<file path="config.mk">
export PLATFORM = sky130hd
export DESIGN_NAME = sha_result_buffer
export DESIGN_NICKNAME = d
export VERILOG_FILES = /design/src/rtl/sha_result_buffer.sv
export SDC_FILE = /design/constraint.sdc
export NUM_CORES = 1
export LEC_CHECK = 0
export ABC_AREA = 1
export CAP_MARGIN = 20
export CORE_AREA = 8 8 224 226
export CTS_CLUSTER_DIAMETER = 100
export DETAILED_ROUTE_END_ITERATION = 10
export DIE_AREA = 0 0 232 234
export PLACE_DENSITY = 0.77
export SETUP_SLACK_MARGIN = 0.2
export SYNTH_ARGS = -nofsm -noshare
export SYNTH_HDL_FRONTEND = slang
export SYNTH_SLANG_ARGS = --single-unit
</file>
<file path="constraint.sdc">
create_clock -name clk -period 4.3 [get_ports clk]
set_input_delay 0.86 -clock clk [delete_from_list [all_inputs] [get_ports clk]]
set_output_delay 0.86 -clock clk [all_outputs]
set_load 0.01 [all_outputs]
</file>
<file path="src/rtl/sha_result_buffer.sv">
// sha_result_buffer
//   Captures a multi-word hash result into a snapshot register. The snapshot
//   can be read in three ways:
//     - in parallel on out_words;
//     - one word at a time through a registered random-read port
//       (rd_addr is 1-based, data appears one cycle later);
//     - as a valid/ready stream of N_WORDS beats, word 0 first.
//
// Ports
//   clk, rst_n            single clock; asynchronous active-low reset
//   cap_en, in_words      capture request and result words
//                         (word k is at bits [k*DATA_W +: DATA_W])
//   clr                   synchronous clear of the flags and of any stream
//   rd_addr, out_var      random-read index and its registered data
//   out_words             parallel copy of the snapshot
//   str_start, str_ready  stream start request and sink ready
//   str_data, str_valid,
//   str_last              stream beat, driven from registers
//   res_valid             the snapshot holds a result that has not been streamed
//   busy                  a stream is in progress
//   overrun               sticky: a capture was refused while streaming
module sha_result_buffer #(
    parameter int unsigned DATA_W  = 32,
    parameter int unsigned N_WORDS = 8,
    parameter int unsigned ADDR_W  = 4
) (
    input  logic                       clk,
    input  logic                       rst_n,
    input  logic                       cap_en,
    input  logic [N_WORDS*DATA_W-1:0]  in_words,
    input  logic                       clr,
    input  logic [ADDR_W-1:0]          rd_addr,
    output logic [DATA_W-1:0]          out_var,
    output logic [N_WORDS*DATA_W-1:0]  out_words,
    input  logic                       str_start,
    input  logic                       str_ready,
    output logic [DATA_W-1:0]          str_data,
    output logic                       str_valid,
    output logic                       str_last,
    output logic                       res_valid,
    output logic                       busy,
    output logic                       overrun
);

    typedef enum logic {
        IDLE,
        STREAM
    } state_e;

    localparam logic [ADDR_W-1:0] LAST_IDX = ADDR_W'(N_WORDS - 1);

    state_e                      state_q,     state_d;
    logic [N_WORDS*DATA_W-1:0]   snap_q,      snap_d;
    logic [ADDR_W-1:0]           idx_q,       idx_d;
    logic [DATA_W-1:0]           out_var_q,   out_var_d;
    logic [DATA_W-1:0]           str_data_q,  str_data_d;
    logic                        str_valid_q, str_valid_d;
    logic                        str_last_q,  str_last_d;
    logic                        res_valid_q, res_valid_d;
    logic                        overrun_q,   overrun_d;

    logic                        busy_w;
    logic [ADDR_W-1:0]           nxt_idx;
    logic [DATA_W-1:0]           nxt_word;
    logic [DATA_W-1:0]           rd_word;
    logic                        rd_hit;

    always_comb begin
        state_d     = state_q;
        snap_d      = snap_q;
        idx_d       = idx_q;
        out_var_d   = out_var_q;
        str_data_d  = str_data_q;
        str_valid_d = str_valid_q;
        str_last_d  = str_last_q;
        res_valid_d = res_valid_q;
        overrun_d   = overrun_q;

        busy_w   = (state_q == STREAM);
        // Index of the word that the next presented beat will carry:
        // word 0 when a stream starts, otherwise the one after the current.
        nxt_idx  = busy_w ? (idx_q + 1'b1) : '0;
        nxt_word = '0;
        rd_word  = '0;
        rd_hit   = 1'b0;

        // Both selects read the pre-edge snapshot, so a capture on the same
        // edge never leaks into out_var or str_data.
        for (int unsigned k = 0; k < N_WORDS; k++) begin
            if (rd_addr == ADDR_W'(k + 1)) begin
                rd_hit  = 1'b1;
                rd_word = snap_q[k*DATA_W +: DATA_W];
            end
            if (nxt_idx == ADDR_W'(k)) begin
                nxt_word = snap_q[k*DATA_W +: DATA_W];
            end
        end

        if (rd_hit) begin
            out_var_d = rd_word;
        end

        if (clr) begin
            state_d     = IDLE;
            idx_d       = '0;
            str_valid_d = 1'b0;
            str_last_d  = 1'b0;
            res_valid_d = 1'b0;
            overrun_d   = 1'b0;
        end else begin
            if (cap_en) begin
                if (busy_w) begin
                    overrun_d = 1'b1;
                end else begin
                    snap_d      = in_words;
                    res_valid_d = 1'b1;
                end
            end

            unique case (state_q)
                IDLE: begin
                    if (str_start && res_valid_q && !cap_en) begin
                        state_d     = STREAM;
                        idx_d       = '0;
                        str_valid_d = 1'b1;
                        str_data_d  = nxt_word;
                        str_last_d  = (nxt_idx == LAST_IDX);
                    end
                end
                STREAM: begin
                    if (str_valid_q && str_ready) begin
                        if (idx_q == LAST_IDX) begin
                            state_d     = IDLE;
                            idx_d       = '0;
                            str_valid_d = 1'b0;
                            str_last_d  = 1'b0;
                            res_valid_d = 1'b0;
                        end else begin
                            idx_d      = nxt_idx;
                            str_data_d = nxt_word;
                            str_last_d = (nxt_idx == LAST_IDX);
                        end
                    end
                end
                default: begin
                    state_d = IDLE;
                end
            endcase
        end
    end

    always_ff @(posedge clk or negedge rst_n) begin
        if (!rst_n) begin
            state_q     <= IDLE;
            snap_q      <= '0;
            idx_q       <= '0;
            out_var_q   <= '0;
            str_data_q  <= '0;
            str_valid_q <= 1'b0;
            str_last_q  <= 1'b0;
            res_valid_q <= 1'b0;
            overrun_q   <= 1'b0;
        end else begin
            state_q     <= state_d;
            snap_q      <= snap_d;
            idx_q       <= idx_d;
            out_var_q   <= out_var_d;
            str_data_q  <= str_data_d;
            str_valid_q <= str_valid_d;
            str_last_q  <= str_last_d;
            res_valid_q <= res_valid_d;
            overrun_q   <= overrun_d;
        end
    end

    assign out_var   = out_var_q;
    assign out_words = snap_q;
    assign str_data  = str_data_q;
    assign str_valid = str_valid_q;
    assign str_last  = str_last_q;
    assign res_valid = res_valid_q;
    assign busy      = (state_q == STREAM);
    assign overrun   = overrun_q;

endmodule

</file>
==> results of run 1 <==
==> power groups by stage <==
stage                     logic (mW)  registers (mW)  clock network [mW]
final                           5.99            5.27                3.35
after global placement          5.87            5.25                   0
after CTS                       5.99            5.24                3.40
after detailed placement        5.96            5.27                   0
after global routing            6.39            5.38                3.51
after floorplan                 1.93            5.38                   0
==> logic make-up (layout without fill, tap and decap cells) <==
family / after synthesis / count (layout)
and+or+nand+nor: 873 / 873
buffers and inverters: 334 / 905
DFF: 329 / 329
AOI/OAI and AO/OA: 276 / 276
muxes: 116 / 116
adders and majority gates: 1 / 1
other: 0 / 5
==> stage by stage <==
stage | total power, mW | worst slack [ns] | cell area, µm² | hold WS [ns] | utilization
global route | 15.3 | 0.939 | 24300 | 0.326 | 0.518
CTS | 14.6 | 1.04 | 24200 | 0.304 | 0.517
finish | 14.6 | 0.994 | 24300 | 0.307 | 0.518
global placement | 11.1 | 0.689 | 22900 | 0.462 | 0.490
floorplan | 7.31 | 2.25 | 16400 | 0.500 | -
detailed placement | 11.2 | 0.642 | 23000 | 0.469 | 0.490
==> worst paths after layout <==
check                        startpoint             end  slack (ns)
max reg2reg                    idx_q[0]    str_data[17]        0.99
min in group clk           str_data[22]    str_data[22]        0.48
max in group asynchronous         rst_n  out_words[110]        3.04
min                               rst_n   out_words[88]        0.31
min reg2reg                str_data[22]    str_data[22]        0.48
max                            idx_q[0]    str_data[17]        0.99
==> state kept, by name (all words and copies together), names as in the netlist <==
| register | count |
|---|---|
| busy | 1 |
| str_last | 1 |
| str_valid | 1 |
| res_valid | 1 |
| overrun | 1 |
| out_words | 256 |
| out_var | 32 |
| str_data | 32 |
| idx_q | 4 |
==> final cells by class <==
cell class	count	area, µm²
clock inverter	9	124
sequential	329	8230
timing repair buffer	631	6350
antenna	5	12.5
fill	4241	22600
multi-input combinational	1266	6870
clock buffer	58	1130
inverter	207	779
tap	615	769
==> Yosys cell counts (18+ instances only) <==
library cell / count / area, µm²
nand3_1: 41 / 205
nor2_1: 297 / 1110
mux2_2: 116 / 1310
inv_1: 193 / 724
o21ai_0: 25 / 125
buf_2: 59 / 295
o21ai_1: 23 / 115
clkbuf_1: 61 / 229
dfrtp_1: 329 / 8230
a21oi_1: 155 / 776
nand4_1: 160 / 1000
o2111ai_1: 21 / 184
o22ai_1: 18 / 113
nand2_1: 343 / 1290
==> routing by layer <==
metal | track usage | vias up
li1 | - | 7552
met3 | 0.0852 | 183
met1 | 0.343 | 8476
met5 | 0 | -
met4 | 0.115 | 0
met2 | 0.470 | 1061
==> out/results.txt, run 1 <==
Clock slew seen by the registers of the worst setup and hold paths: 0.06 ns. Between clock sinks in the finished design, the worst skew comes to 0.0206 ns. Counting cells, the worst reg-to-reg path comes to 11. The run gives 0 as the number of buffers inserted by post-CTS setup repair. After synthesis, the largest family of logic cells by area is simple AND/OR/NAND/NOR gates. The highest net fanout along the worst path is 22. On the critical path, the stage with the largest delay is an instance of inv_2. The library cells used most frequently in the layout, excluding fill and tap cells, are 589 x clkdlybuf4s50_1, 340 x nand2_1, 329 x dfrtp_1. The width of the die is 232 µm, and the number of placed cells counting well taps is 3047. CTS saw 329 sinks. TritonCTS built the clock tree. The run gives 0 as the reported max-cap violation count. The synthesized cell area is 0.0164 mm², and the proportion of register bits with asynchronous set or reset after synthesis is 1.00.

The adder and majority gate portion of the synthesized area was 0.000764; the number of DRC violations after detailed routing was 0. The H-tree generated during clock tree synthesis spans 2 levels. The time the final worst path needs with I/O delays and setup is 3.31 ns. The min-delay analysis places its worst path in the category in -> async. The highest metal layer carrying signal wires in the routed design is met4. The internal power of the cells totals 9.05 mW. Worst setup path category: reg -> reg.

The non-filler instance count after layout is 3120, and the count of final hold-check violations is 0. The portion of netlist area occupied by mux cells is 0.0797. The most used flip-flop cell after synthesis is dfrtp_1. The parity-gate share of the synthesized area counting xor and xnor cells is 0, and the number of buffers inserted by hold repair at cts is 0. The fraction of layout cells with a size suffix above 1 is 0.100, and the leakage power of the design is 11.0 nW. The die covers 0.0543 mm². The logs give 30.7 mm for the post-route met1 wirelength and 0.284 for the overall routing resource usage. The wire-length estimate of the detail-placed layout is 57.8 mm. The nature of the critical path endpoint was a flip-flop. Summed over all nets, wire length on met2 after detailed routing comes to 38.3 mm.

For the worst setup path, the data required time is 4.74 ns. 591 I/O pins were placed. In the synthesized netlist, the number of instances is 1929. Counting both buffers and inverters, the worst setup path holds a total of 2. TritonCTS created 39 clock buffers. The core outline area was 0.0468 mm²; the net switching component of the power was 5.56 mW. Counting buffers and inverters, the worst setup path is 11 cells deep.

The number of nets still failing antenna checks after routing was 0. The logs give 0.230 for the share of total power in the clock network and 0.925 for the placer congestion estimate. For this run the aggregate overflow at the end of global routing stands at 0. For this block, the initial DRC count from the detailed router was 1729. Cell type group with the largest total delay on the critical path: simple AND/OR/NAND/NOR gates. A synthesized cell averages 8.49 µm². The logs give 0.502 for the share of synthesized area occupied by flip-flops and latches and 17700 for the number of global-route vias before repair. In this run, post-CTS repair resized a total of 0 instances. Summed over all failing endpoints, the final setup total negative slack is 0 ns.

The number of nets handed over by synthesis was 2196. The run gives 5 as the number of iterations in the first detailed-routing pass. The most frequent standard cell in the layout excluding fill and tap cells is clkdlybuf4s50_1. The clock reaches the later pin of the worst-skew pair after 0.55 ns. On the worst path, the slowest cell contributes a delay of 0.63 ns. Entering global routing, the biggest net connects 98 pins.

The fraction of power spent switching nets is 0.381, and the initial antenna violation count is 5. For this run, the top clock speed supported by timing is 303 MHz. The vertical die dimension was 234 µm. The Yosys step of the flow raised 0 warnings. The area fraction in and, or, nand and nor cells after synthesis is 0.234, and the number of vias per cell is 5.54. The compound-gate portion of the synthesized area is 0.0995, and the net total in the final layout is 2741. The per-cell routed wire length was 25.7 µm; the via count was 17300.

Signed area change from the synthesized netlist to the final layout: 48.0%. The flow ran to the end, and the final reports show no timing, DRC or antenna violations. Setup repair after global routing left no endpoint under its margin.

The number of pins exceeding their max-slew limit in the final report is 0. The total wire length after detailed routing was 80.1 mm. The fraction of power consumed by combinational cells was 0.410; the number of input and output port buffers inserted was 590.

Post-route fraction of the period consumed by the critical path: 0.769. The run gives 8.28 mm as the detailed route wirelength on metal3. The post-synthesis cell type count is 32. STA puts the critical path data arrival time at 3.75 ns. Relative slew slack: 0.219. At the pin with the least slew margin, the transition time is 1.17 ns.

The first-pass GRT wire length was 116 mm. The final number of setup-violating endpoints came out at 0. The effective utilization at floorplan is 0.350.

Walking the worst path, the cells encountered are ha_1 -> nand2_1 -> inv_2 -> nor2_4 -> buf_4 -> nand4_1 -> nand3_1 -> nor2_1 -> nand4_1 -> nand2_1 -> nand2_1. For the portion of total power attributed to sequential cells, the log shows 0.361. The cell occurring most often along the worst timing path was nand2_1. The count of flip-flops with a built-in enable after synthesis is 0.

Count of state elements after synthesis: 329. Critical path launch point type: a flip-flop. The floorplan has 80 rows. The logs give 3 for the maximum clock path buffer count and 0.411 mV for the maximum ir drop on the vdd rail.

For this design the ratio of total power to cell area is 603 mW/mm². CTS root buffer: clkbuf_16.
Note: power is estimated with default switching activity, not from simulation.
==> run 2, diff against run 1 <==
==> constraint.sdc (replaced) <==
create_clock -name clk -period 3.25 [get_ports clk]
set_input_delay 0.65 -clock clk [delete_from_list [all_inputs] [get_ports clk]]
set_output_delay 0.65 -clock clk [all_outputs]
set_load 0.01 [all_outputs]
==> run 2 against run 1 <==
Effect of this change: clock skew down 0.0076 ns; non-clock buffer count up 19; utilization up 0.62 points; die area unchanged; sequential power up 34%; final cell count up 0.71%; largest power group unchanged.
==> out/results.txt, run 2 (synthesis gave the netlist of run 1 again) <==
The run finished with clean final reports. The number of top-level design ports was 591 (unchanged); the worst-skew pair later-pin latency was 0.57 ns (was 0.55 ns). The relative slew slack was 0.359 (was 0.219); the number of DRC violations after detailed routing was 0 (unchanged). The run gives 3.74 ns (was 4.74 ns) as the data required time at the worst endpoint. Setup repair after global routing left no endpoint under its margin.

For the number of buffers inserted by hold repair at cts, the log shows 0 (unchanged). The overall routing resource usage came out at 0.291 (was 0.284). The tools report the number of buffers inserted by post-CTS setup repair as 0 (unchanged). The top metal layer carrying routed signals is met5 (was met4).

For the maximum clock path buffer count, the log shows 3 (unchanged). The clock slew seen by the registers of the worst setup and hold paths is 0.06 ns (about the same), and the number of H-tree branching levels is 2 (unchanged). The fraction of layout cells with a size suffix above 1 works out to 0.110 (was 0.100). Most frequent standard cell in the layout excluding fill and tap cells: clkdlybuf4s50_1 (unchanged). The pin slew with the least headroom to its limit is 0.959 ns (was 1.17 ns).

The highest net fanout along the worst path was 18 (was 22); the final setup TNS was 0 ns (unchanged). The via count came out at 17300 (about the same). The tools report the area of combinational cells with multiple inputs as 0.00687 mm² (about the same).

For the number of rows created at floorplan, the log shows 80 (unchanged). TritonCTS built the clock tree. The logs give 0.0783 ns (was 0.307 ns) for the tightest hold margin and 12.1 mW (was 9.05 mW) for the internal portion of total power. Nature of the critical path endpoint: a flip-flop (unchanged). The vertical die dimension is 234 µm (unchanged), and the count of final hold-check violations is 0 (unchanged). The number of iterations in the first detailed-routing pass is 9 (was 5).

Commonest non-fill, non-tap cells in the layout: 589 x clkdlybuf4s50_1, 340 x nand2_1, 329 x dfrtp_1 (unchanged). The logs give 0 (unchanged) for the reported max-cap violation count and 0.0543 mm² (unchanged) for the area of the die. The number of pins exceeding their max-slew limit in the final report is 0 (unchanged). Maximum ir drop on the vdd rail: 0.437 mV (was 0.411 mV). The tools report the CTS root buffer as clkbuf_16 (unchanged). Effective utilization at floorplan: 0.350 (unchanged). The width of the die came out at 232 µm (unchanged).

The net total in the final layout is 2762 (was 2741), and the per-cell routed wire length is 26.2 µm (was 25.7 µm). The data arrival time of the critical path was 3.31 ns (was 3.75 ns). The leakage power of the design is 11.1 nW (was 11.0 nW). The post-route met1 wirelength was 30.8 mm (was 30.7 mm); the pin count of the biggest net entering global routing was 81 (was 98). For the final number of setup-violating endpoints, the log shows 0 (unchanged).

The number of flip-flops under the largest register name works out to 256 (unchanged). The power per unit of standard cell area is 800 mW/mm² (was 603 mW/mm²), and the filler cell count is 4244 (was 4241). Time the final worst path needs with I/O delays and setup: 2.82 ns (was 3.31 ns). The initial DRC count is 1757 (was 1729), and the signed area change from the synthesized netlist to the final layout is 49.8% (was 48.0%). For the total half-perimeter wirelength after legalization and detailed placement, the log shows 60.5 mm (was 57.8 mm). The number of vias per cell was 5.52 (was 5.54); the core outline area was 0.0468 mm² (unchanged). The number of CTS-inserted buffers is 41 (was 39).

The remaining global-route overflow was 0 (unchanged). The logs give 329 (unchanged) for the number of sinks handled by clock tree synthesis and 0.406 (was 0.410) for the fraction of power consumed by combinational cells. The tools report the maximum clock rate as 355 MHz (was 303 MHz). The number of nets still failing antenna checks after routing is 0 (unchanged).

The tools report the met2 layer wire length in the routed design as 39.6 mm (was 38.3 mm). The initial antenna violation count was 5 (unchanged). The critical path launch point type is a flip-flop (unchanged). The share of total power in the clock network was 0.234 (was 0.230).

The net switching component of the power is 7.51 mW (was 5.56 mW), and the footprint of the flip-flops and latches is 0.00823 mm² (unchanged). For the first-pass GRT wire length, the log shows 118 mm (was 116 mm). The tools report the portion of total power attributed to sequential cells as 0.359 (was 0.361). For the placer congestion estimate, the log shows 0.956 (was 0.925).

The number of global-route vias before repair is 17600 (was 17700). The maximum clock skew at final layout is 0.0130 ns (was 0.0206 ns), and the number of input and output port buffers inserted is 590 (unchanged). The run gives 0.43 ns (was 0.99 ns) as the minimum setup slack among reg-to-reg paths. The post-route fraction of the period consumed by the critical path is 0.868 (was 0.769). The path class of the lowest-slack min-delay path is in -> async (unchanged). The detailed route wirelength on metal3 is 8.48 mm (was 8.28 mm), and the total wire length after detailed routing is 82.2 mm (was 80.1 mm).

The fraction of power spent switching nets is 0.383 (was 0.381). The worst setup path category is reg -> reg (unchanged). The depth of the most critical reg-to-reg path works out to 11 (unchanged).
run 2: cell count changes in the layout (fill, tap and decap cells not counted), sizes merged:
| cell | change |
|---|---|
| buf | +19 |
| clkbuf | +3 |
| bufinv | -2 |
| clkinv | +2 |
| diode | -2 |
| clkinvlp | +1 |
| inv | +1 |
run 2: critical path, cell delays in order, from the launching register on:
cell and delay [ns]:
dfrtp_1 0.45, ha_1 0.26, nand2_1 0.09, nand2_1 0.09
nor2_4 0.20, nand2_2 0.12, nor3_4 0.74, buf_4 0.46
nand2_1 0.09, nand4_1 0.10, nand2_1 0.07, nand2_1 0.06
run 2: path summary, 6_finish.rpt:
path / from / to
worst max-delay path: idx_q[0] / str_data[19]
worst min-delay path: rst_n / out_words[125]
worst max register to register: idx_q[0] / str_data[19]
worst min register to register: str_data[22] / str_data[22]
max in group asynchronous: rst_n / out_words[65]
min in group clk: str_data[22] / str_data[22]
run 2: timing repair:
action	in CTS	in global routing
hold endpoints to repair	0	0
endpoints found under the setup margin	0	1
resized for setup	0	1
run 2: stage by stage:
stage / util / power (mW) / worst slack [ns] / std cells / area [µm²]
4_1_cts: 0.524 / 19.6 / 0.425 / 3139 / 24500
6_report: 0.524 / 19.6 / 0.430 / 3142 / 24500
2_1_floorplan: - / 9.67 / 1.33 / 1929 / 16400
3_5_place_dp: 0.495 / 15.0 / 0.0347 / 3067 / 23200
5_1_grt: 0.524 / 20.5 / 0.267 / 3141 / 24500
3_3_place_gp: 0.494 / 14.8 / 0.0763 / 3066 / 23200
run 2: cell type report:
| type | count | share of cell area |
|---|---|---|
| inverter | 207 | 0.0318 |
| timing repair buffer | 650 | 0.266 |
| clock buffer | 61 | 0.0511 |
| tap | 615 | 0.0313 |
| sequential | 329 | 0.335 |
| clock inverter | 11 | 0.00382 |
| antenna | 3 | 0.000306 |
| multi-input combinational | 1266 | 0.280 |
run 2: per-layer routing:
| layer | GRT usage | vias up |
|---|---|---|
| li1 | - | 7589 |
| met1 | 0.349 | 8459 |
| met2 | 0.489 | 1094 |
| met3 | 0.0847 | 196 |
| met4 | 0.114 | 4 |
| met5 | 0 | - |
run 2: power by group through the flow:
stage / Sequential [mW] / Combinational [mW] / Clock, mW
floorplan: 7.11 / 2.56 / 0
global placement: 7.02 / 7.81 / 0
detailed placement: 7.03 / 7.94 / 0
CTS: 7.00 / 7.99 / 4.65
global route: 7.17 / 8.50 / 4.83
finish: 7.05 / 7.97 / 4.60
